[src/rtl/keypad_entry.sv]
// keypad_entry
//   Multi-slot decimal operand entry controller for the 24-game datapath.
//   Assembles NUM_SLOTS operands of up to DIGITS decimal digits each from
//   single-cycle key strobes. Supports enter, backspace and clear editing.
//
// Parameters
//   NUM_SLOTS  number of operands collected (1..8)
//   DIGITS     maximum decimal digits per operand (1..3)
//   VAL_W      bits per operand value (10**DIGITS-1 must fit)
//
// Ports
//   clk, rst    system clock; asynchronous active-high reset
//   key_strobe  one-cycle pulse qualifying key_code
//   key_code    0-9 digit, A enter, B backspace, C clear slot, D-F ignored
//   start       begin (or restart) an entry round
//   restart     abort to idle, clearing everything
//   slots       slot i value at bits [i*VAL_W +: VAL_W]
//   slot_valid  bit i set once slot i is committed
//   cur_slot    index of the slot being edited
//   cur_digits  digits typed into cur_slot
//   entering    high while in the ENTRY state
//   done        one-cycle pulse when the last slot commits
//   key_err     one-cycle pulse on a rejected key
module keypad_entry #(
  parameter int NUM_SLOTS = 4,
  parameter int DIGITS    = 2,
  parameter int VAL_W     = 10
) (
  input  logic                       clk,
  input  logic                       rst,
  input  logic                       key_strobe,
  input  logic [3:0]                 key_code,
  input  logic                       start,
  input  logic                       restart,
  output logic [NUM_SLOTS*VAL_W-1:0] slots,
  output logic [NUM_SLOTS-1:0]       slot_valid,
  output logic [2:0]                 cur_slot,
  output logic [1:0]                 cur_digits,
  output logic                       entering,
  output logic                       done,
  output logic                       key_err
);

  localparam logic [1:0] S_IDLE  = 2'd0;
  localparam logic [1:0] S_ENTRY = 2'd1;
  localparam logic [1:0] S_DONE  = 2'd2;

  localparam logic [3:0] KEY_ENTER = 4'hA;
  localparam logic [3:0] KEY_BACK  = 4'hB;
  localparam logic [3:0] KEY_CLEAR = 4'hC;

  localparam logic [2:0]       LAST_SLOT  = 3'(NUM_SLOTS - 1);
  localparam logic [1:0]       MAX_DIGITS = 2'(DIGITS);
  localparam logic [VAL_W+3:0] TEN_EXT    = (VAL_W + 4)'(10);
  localparam logic [VAL_W-1:0] TEN        = VAL_W'(10);

  logic [1:0]       state;
  logic [VAL_W-1:0] slot_val [NUM_SLOTS];
  logic [1:0]       slot_cnt [NUM_SLOTS];

  logic [VAL_W-1:0] cur_val;
  logic [1:0]       prev_cnt;
  logic [VAL_W-1:0] val_push;
  logic [VAL_W-1:0] val_pop;

  // Select the slot under edit and the digit count of the slot before it
  // (needed when backspace reopens the previous slot).
  // NOTE: every signal gets a default before the loop; without it the
  // unmatched-index paths would infer latches.
  always_comb begin
    cur_val  = '0;
    prev_cnt = '0;
    for (int i = 0; i < NUM_SLOTS; i++) begin
      if (3'(i) == cur_slot)         cur_val  = slot_val[i];
      if (3'(i) == cur_slot - 3'd1)  prev_cnt = slot_cnt[i];
    end
  end

  // Shift in a digit at VAL_W+4 bits; the parameter rule guarantees the
  // result fits VAL_W bits, so the cast only drops zero bits.
  assign val_push = VAL_W'(({4'b0000, cur_val} * TEN_EXT) + {{VAL_W{1'b0}}, key_code});
  assign val_pop  = cur_val / TEN;

  for (genvar g = 0; g < NUM_SLOTS; g++) begin : g_slots
    assign slots[g*VAL_W +: VAL_W] = slot_val[g];
  end

  // NOTE: sequential state uses non-blocking assignments only, so every
  // read in this block sees the pre-edge value.
  // NOTE: the slot register file is reset because its contents are outputs
  // that must read 0 during reset; it is small enough to be plain flops.
  always_ff @(posedge clk or posedge rst) begin
    if (rst) begin
      state      <= S_IDLE;
      slot_valid <= '0;
      cur_slot   <= '0;
      cur_digits <= '0;
      entering   <= 1'b0;
      done       <= 1'b0;
      key_err    <= 1'b0;
      for (int i = 0; i < NUM_SLOTS; i++) begin
        slot_val[i] <= '0;
        slot_cnt[i] <= '0;
      end
    end else begin
      done    <= 1'b0;
      key_err <= 1'b0;

      if (restart || start) begin
        // Both clear the round; a key strobe in the same cycle is dropped.
        for (int i = 0; i < NUM_SLOTS; i++) begin
          slot_val[i] <= '0;
          slot_cnt[i] <= '0;
        end
        slot_valid <= '0;
        cur_slot   <= '0;
        cur_digits <= '0;
        state      <= restart ? S_IDLE : S_ENTRY;
        entering   <= !restart;
      end else if (key_strobe && state == S_ENTRY) begin
        if (key_code <= 4'd9) begin
          if (cur_digits < MAX_DIGITS) begin
            for (int i = 0; i < NUM_SLOTS; i++)
              if (3'(i) == cur_slot) slot_val[i] <= val_push;
            cur_digits <= cur_digits + 2'd1;
          end else begin
            key_err <= 1'b1;
          end
        end else begin
          case (key_code)
            KEY_ENTER: begin
              if (cur_digits == 2'd0) begin
                key_err <= 1'b1;
              end else begin
                for (int i = 0; i < NUM_SLOTS; i++) begin
                  if (3'(i) == cur_slot) begin
                    slot_valid[i] <= 1'b1;
                    slot_cnt[i]   <= cur_digits;
                  end
                end
                if (cur_slot == LAST_SLOT) begin
                  state    <= S_DONE;
                  entering <= 1'b0;
                  done     <= 1'b1;
                end else begin
                  cur_slot   <= cur_slot + 3'd1;
                  cur_digits <= 2'd0;
                end
              end
            end
            KEY_BACK: begin
              if (cur_digits != 2'd0) begin
                for (int i = 0; i < NUM_SLOTS; i++)
                  if (3'(i) == cur_slot) slot_val[i] <= val_pop;
                cur_digits <= cur_digits - 2'd1;
              end else if (cur_slot != 3'd0) begin
                // Reopen the previous slot with its committed value intact.
                for (int i = 0; i < NUM_SLOTS; i++)
                  if (3'(i) == cur_slot - 3'd1) slot_valid[i] <= 1'b0;
                cur_slot   <= cur_slot - 3'd1;
                cur_digits <= prev_cnt;
              end else begin
                key_err <= 1'b1;
              end
            end
            KEY_CLEAR: begin
              for (int i = 0; i < NUM_SLOTS; i++)
                if (3'(i) == cur_slot) slot_val[i] <= '0;
              cur_digits <= 2'd0;
            end
            default: ;
          endcase
        end
      end
    end
  end

endmodule

[config.mk]
export PLATFORM = sky130hd
export DESIGN_NAME = keypad_entry
export DESIGN_NICKNAME = d
export VERILOG_FILES = /design/src/rtl/keypad_entry.sv
export SDC_FILE = /design/constraint.sdc
export NUM_CORES = 1
export LEC_CHECK = 0
export CAP_MARGIN = 25
export CORE_ASPECT_RATIO = 1.25
export CORE_MARGIN = 10
export CORE_UTILIZATION = 56
export DETAILED_ROUTE_END_ITERATION = 12
export GPL_TIMING_DRIVEN = 1
export PLACE_DENSITY = 0.84
export SLEW_MARGIN = 30
export SYNTH_ARGS = -nofsm -noshare
export SYNTH_HDL_FRONTEND = slang
export SYNTH_SLANG_ARGS = --single-unit
export TNS_END_PERCENT = 5
[constraint.sdc]
create_clock -name clk -period 6.19 [get_ports clk]
set_clock_uncertainty 0.1 [all_clocks]
set_input_delay 0.619 -clock clk [delete_from_list [all_inputs] [get_ports clk]]
set_output_delay 0.619 -clock clk [all_outputs]
set_load 0.05 [all_outputs]
==> reports/results.md <==
| Item | This run |
| --- | --- |
| Run status | complete, no violations |
| Portion of total power attributed to the clock network | 28.6% |
| Pin count of the biggest net entering global routing | 62 |
| Post-route fraction of the period consumed by the critical path | 91.4% |
| Synthesis-to-finish area growth | 18.3% |
| Hold Fails Final Rpt | 0 |
| Vias post-DR | 4272 |
| Number of filler instances in the final layout | 617 |
| Max stage delay cell, worst path | sky130_fd_sc_hd__dfrtp_1 |
| Crit path max-delay family | compound AO/OA/AOI/OAI gates |
| Fraction of the yosys area taken by sequential cells | 33.8% |
| Via density per instance | 6.45 |
| Critical Path Max Stage Delay | 0.49 ns |
| Vias in the first global route | 4391 |
| Yosys synthesis warning count | 0 |
| Core box area | 7840 µm² |
| H-tree levels | 3 |
| Sequential share of power | 31.4% |
| Global-route usage over all layers | 21.0% |
| Cell area after technology mapping | 4520 µm² |
| Part of the total power dissipated in combinational logic | 40.0% |
| Residual antenna-violating net count after detailed routing | 0 |
| Avg Cell Area, Syn | 8.75 µm² |
| Cell leakage power | 2.37 nW |
| Transition at the pin with the smallest max-transition slack | 0.824 ns |
| Ports | 61 |
| Cells taking the most area after synthesis | sky130_fd_sc_hd__dfrtp_1, sky130_fd_sc_hd__mux2_2, sky130_fd_sc_hd__ha_1 |
| Row count | 36 |
| Setup WS post-layout | 0.534 ns |
| # clock sinks | 61 |
| Die W | 100 µm |
| Overall die height | 120 µm |
| Hold_sp | slot_valid[3] |
| VDD IR-drop max | 0.000227 V |
| Port-buffer cells | 60 |
| Share of Yosys cell area claimed by the top area cell type | 33.8% |
| Worst slack at placement | 0.678 ns |
| Post-DP HPWL | 9500 µm |
| Net total in the final layout | 597 |
| Ratio of cells with drive above 1 in the final layout | 13.1% |
| Startpoint Class | flop |
| DIE AREA | 12100 µm² |
| Wirelength per Cell | 19.5 µm |
| Number of clock buffers inserted by TritonCTS | 9 |
| Min Tclk post-route | 5.66 ns |
| Final Setup Violations | 0 |
| Fmax achieved | 177 MHz |
| DR pass1 iterations | 5 |
| Buf/Inv on CP | 3 |
| Global placer's final weighted congestion | 0.968 |
| Reg-to-reg slack, setup | 0.53 ns |
| Startpoint of the most critical register-to-register path | cur_slot[2] |
| Starting Density | 57.6% |
| Critical Path AT | 5.83 ns |
| End-of-flow core utilization | 68.2% |
| Max_cap viols | 0 |
| Number of storage elements in the synthesis netlist | 61 |
| Number of flops mapped to enable cells by yosys | 0 |
| Number of buffers added to fix hold violations after cts | 0 |
| Largest fanout on the critical path | 20 |
| RSZ-0062 raised after global routing | no |
| Post-route DRC violation count | 0 |
| Number of antenna violations at the first check in global routing | 0 |
| Worst slew margin | 45.1% |
| Post-synthesis cell count | 516 |
| Top_reg_cell synth | sky130_fd_sc_hd__dfrtp_1 |
| Net switching fraction of the power | 39.3% |
| First-pass GRT wire length | 20800 µm |
| Clock latency on the worst-skew pair | 0.35 ns |
| Sequence of cells on the critical path | clkinv_1 > ha_1 > buf_4 > or2_1 > a211o_1 > and2_1 > clkinv_2 > a21oi_1 > and3_1 > a211o_1 > nor2_1 > o21ai_0 > a22oi_1 > ha_1 > a31oi_1 > or2_2 > a211oi_1 > o21ai_0 > a311oi_2 > o32a_1 |
| First element of the critical path | cur_slot[2] |
| Clock Tree Root | sky130_fd_sc_hd__clkbuf_8 |
| Area of all placed cells without fillers | 5340 µm² |
| Total power divided by cell area | 281 nW/µm² |
| Clock transition time at the flip-flop clock pins of the worst setup and hold paths | 0.07 ns |
| Total congestion overflow after global routing | 0 |
| Cell taking the most area after synthesis | sky130_fd_sc_hd__dfrtp_1 |
| Internal power component | 0.000913 W |
| Clock buffer depth | 2 |
| Required @ worst endpoint | 6.37 ns |
| CTS tree | done |
| Type of destination of the critical path | flop |
| Number of nets in the synthesized netlist | 551 |
| Share of synthesized flip-flops with an asynchronous set or reset | 100% |
| Dpl cell area | 5100 µm² |
| Number of DRC markers after the initial detailed-route iteration | 499 |
| Distinct cells, synth | 60 |
| Final antenna diode count | 0 |
| Path category of the worst min-delay check | reg -> reg |
| Final routed wirelength across all metal layers | 12900 µm |
| Type of the worst setup path | reg -> reg |
| Reported net switching power | 0.000591 W |
| Max-slew violation total from the final report | 0 |
| Setup TNS after final layout | 0 ns |
## power by group through the flow
stage | Combinational (W) | Clock [W] | Sequential [W]
final | 0.000602 | 0.000430 | 0.000473
after global routing | 0.000643 | 0.000448 | 0.000477
after CTS | 0.000594 | 0.000433 | 0.000472
after detailed placement | 0.000590 | 0 | 0.000479
after global placement | 0.000573 | 0 | 0.000478
after floorplan | 0.000326 | 0 | 0.000588
## cell families after synthesis
| group | synth area share [%] |
|---|---|
| and+or+nand+nor | 17.4 |
| AOI/OAI and AO/OA | 20.7 |
| DFF | 33.8 |
| buffers and inverters | 6.51 |
| muxes | 10.3 |
| adders and majority gates | 7.54 |
| xor gates and xnor gates | 3.69 |
## path summary, 6_finish.rpt
| path | to | cells past startpoint |
|---|---|---|
| max | slots[20] | 20 |
| max reg2reg | slots[20] | 20 |
| max in group asynchronous | slots[37] | 3 |
| min | slot_valid[3] | 1 |
| min reg2reg | slot_valid[3] | 1 |
| min in group asynchronous | cur_slot[0] | 3 |
## synth_stat cells (3+ instances only)
master	n
sky130_fd_sc_hd__nand3b_1	9
sky130_fd_sc_hd__buf_1	5
sky130_fd_sc_hd__nor2_1	39
sky130_fd_sc_hd__buf_2	6
sky130_fd_sc_hd__nand3_1	21
sky130_fd_sc_hd__o32a_1	4
sky130_fd_sc_hd__nor2b_1	9
sky130_fd_sc_hd__buf_6	5
sky130_fd_sc_hd__mux2_2	37
sky130_fd_sc_hd__a22oi_1	5
sky130_fd_sc_hd__dfrtp_1	61
sky130_fd_sc_hd__and3_1	6
sky130_fd_sc_hd__nand4_1	3
sky130_fd_sc_hd__xor2_1	5
sky130_fd_sc_hd__ha_1	24
sky130_fd_sc_hd__o31ai_1	4
sky130_fd_sc_hd__o22ai_1	10
sky130_fd_sc_hd__a21oi_1	46
sky130_fd_sc_hd__a31oi_1	9
sky130_fd_sc_hd__and2_1	11
sky130_fd_sc_hd__a211o_1	6
sky130_fd_sc_hd__xnor2_1	14
sky130_fd_sc_hd__a211oi_1	4
sky130_fd_sc_hd__inv_1	21
sky130_fd_sc_hd__clkbuf_1	12
sky130_fd_sc_hd__a21o_1	9
sky130_fd_sc_hd__o21ai_0	32
sky130_fd_sc_hd__nand2_1	49
sky130_fd_sc_hd__nor3_1	3
sky130_fd_sc_hd__mux2i_1	5
## registers in the layout, indices dropped and copies added, names as in the netlist
signal	cells
state	1
slots	40
cur_slot	3
slot_valid	4
entering	1
cur_digits	2
done	1
key_err	1
slot_cnt	8
## layout by cell type (no fill, tap or decap), types with 3 or more instances in the layout
cell	count
sky130_fd_sc_hd__mux2i_1	5
sky130_fd_sc_hd__nand3_1	21
sky130_fd_sc_hd__nand4_1	3
sky130_fd_sc_hd__clkbuf_8	9
sky130_fd_sc_hd__buf_4	6
sky130_fd_sc_hd__o22ai_1	10
sky130_fd_sc_hd__mux2_2	37
sky130_fd_sc_hd__o31ai_1	4
sky130_fd_sc_hd__a22oi_1	5
sky130_fd_sc_hd__ha_1	23
sky130_fd_sc_hd__a211o_1	6
sky130_fd_sc_hd__nor2_1	36
sky130_fd_sc_hd__nor3_1	3
sky130_fd_sc_hd__nor2b_1	9
sky130_fd_sc_hd__a21o_1	9
sky130_fd_sc_hd__and2_1	11
sky130_fd_sc_hd__nand3b_1	9
sky130_fd_sc_hd__xnor2_1	14
sky130_fd_sc_hd__xor2_1	5
sky130_fd_sc_hd__o21ai_0	32
sky130_fd_sc_hd__and3_1	6
sky130_fd_sc_hd__a21oi_1	46
sky130_fd_sc_hd__clkdlybuf4s50_1	60
sky130_fd_sc_hd__bufinv_16	3
sky130_fd_sc_hd__a211oi_1	4
sky130_fd_sc_hd__o32a_1	4
sky130_fd_sc_hd__inv_1	20
sky130_fd_sc_hd__a31oi_1	9
sky130_fd_sc_hd__nand2_1	49
sky130_fd_sc_hd__dfrtp_1	61
sky130_fd_sc_hd__nor2_2	3
## worst reg2reg max path, stage by stage (launching register included)
cell,delay (ns)
sky130_fd_sc_hd__dfrtp_1,0.49
sky130_fd_sc_hd__clkinv_1,0.28
sky130_fd_sc_hd__ha_1,0.27
sky130_fd_sc_hd__buf_4,0.20
sky130_fd_sc_hd__or2_1,0.34
sky130_fd_sc_hd__a211o_1,0.25
sky130_fd_sc_hd__and2_1,0.26
sky130_fd_sc_hd__clkinv_2,0.23
sky130_fd_sc_hd__a21oi_1,0.07
sky130_fd_sc_hd__and3_1,0.19
sky130_fd_sc_hd__a211o_1,0.26
sky130_fd_sc_hd__nor2_1,0.27
sky130_fd_sc_hd__o21ai_0,0.18
sky130_fd_sc_hd__a22oi_1,0.24
sky130_fd_sc_hd__ha_1,0.24
sky130_fd_sc_hd__a31oi_1,0.12
sky130_fd_sc_hd__or2_2,0.31
sky130_fd_sc_hd__a211oi_1,0.40
sky130_fd_sc_hd__o21ai_0,0.18
sky130_fd_sc_hd__a311oi_2,0.44
sky130_fd_sc_hd__o32a_1,0.24
## per-layer routing
layer | part of all wire, % | GRT usage (%) | vias up
met5 | 0 | 0 | -
li1 | - | - | 1943
met2 | 52 | 38.2 | 234
met4 | 5.3 | 12.7 | 0
met1 | 35 | 20.9 | 2023
met3 | 7.4 | 5.19 | 72
## repair_timing
item / in CTS / in global routing
hold endpoints to repair: 0 / 0
setup buffers: 0 / 0
setup endpoints to repair: 0 / 4
resized for setup: 0 / 1
## metrics by stage
stage | total power [W] | cells | hold WS [ns]
2_1_floorplan | 0.000914 | 516 | 0.354
6_report | 0.00150 | 662 | 0.384
4_1_cts | 0.00150 | 662 | 0.390
3_5_place_dp | 0.00107 | 646 | 0.374
5_1_grt | 0.00157 | 662 | 0.420
3_3_place_gp | 0.00105 | 646 | 0.361
## cell type report
cell class	count	area [µm²]	share of cell area, %
flip-flops and latches	61	1530	28.6
inverters	26	109	2.04
repair buffers	66	646	12.1
multi-input cells	398	2710	50.6
clock inverters	6	111	2.08
well taps	95	119	2.22
clock buffers	10	128	2.39
(Power assumes the default switching activity.)
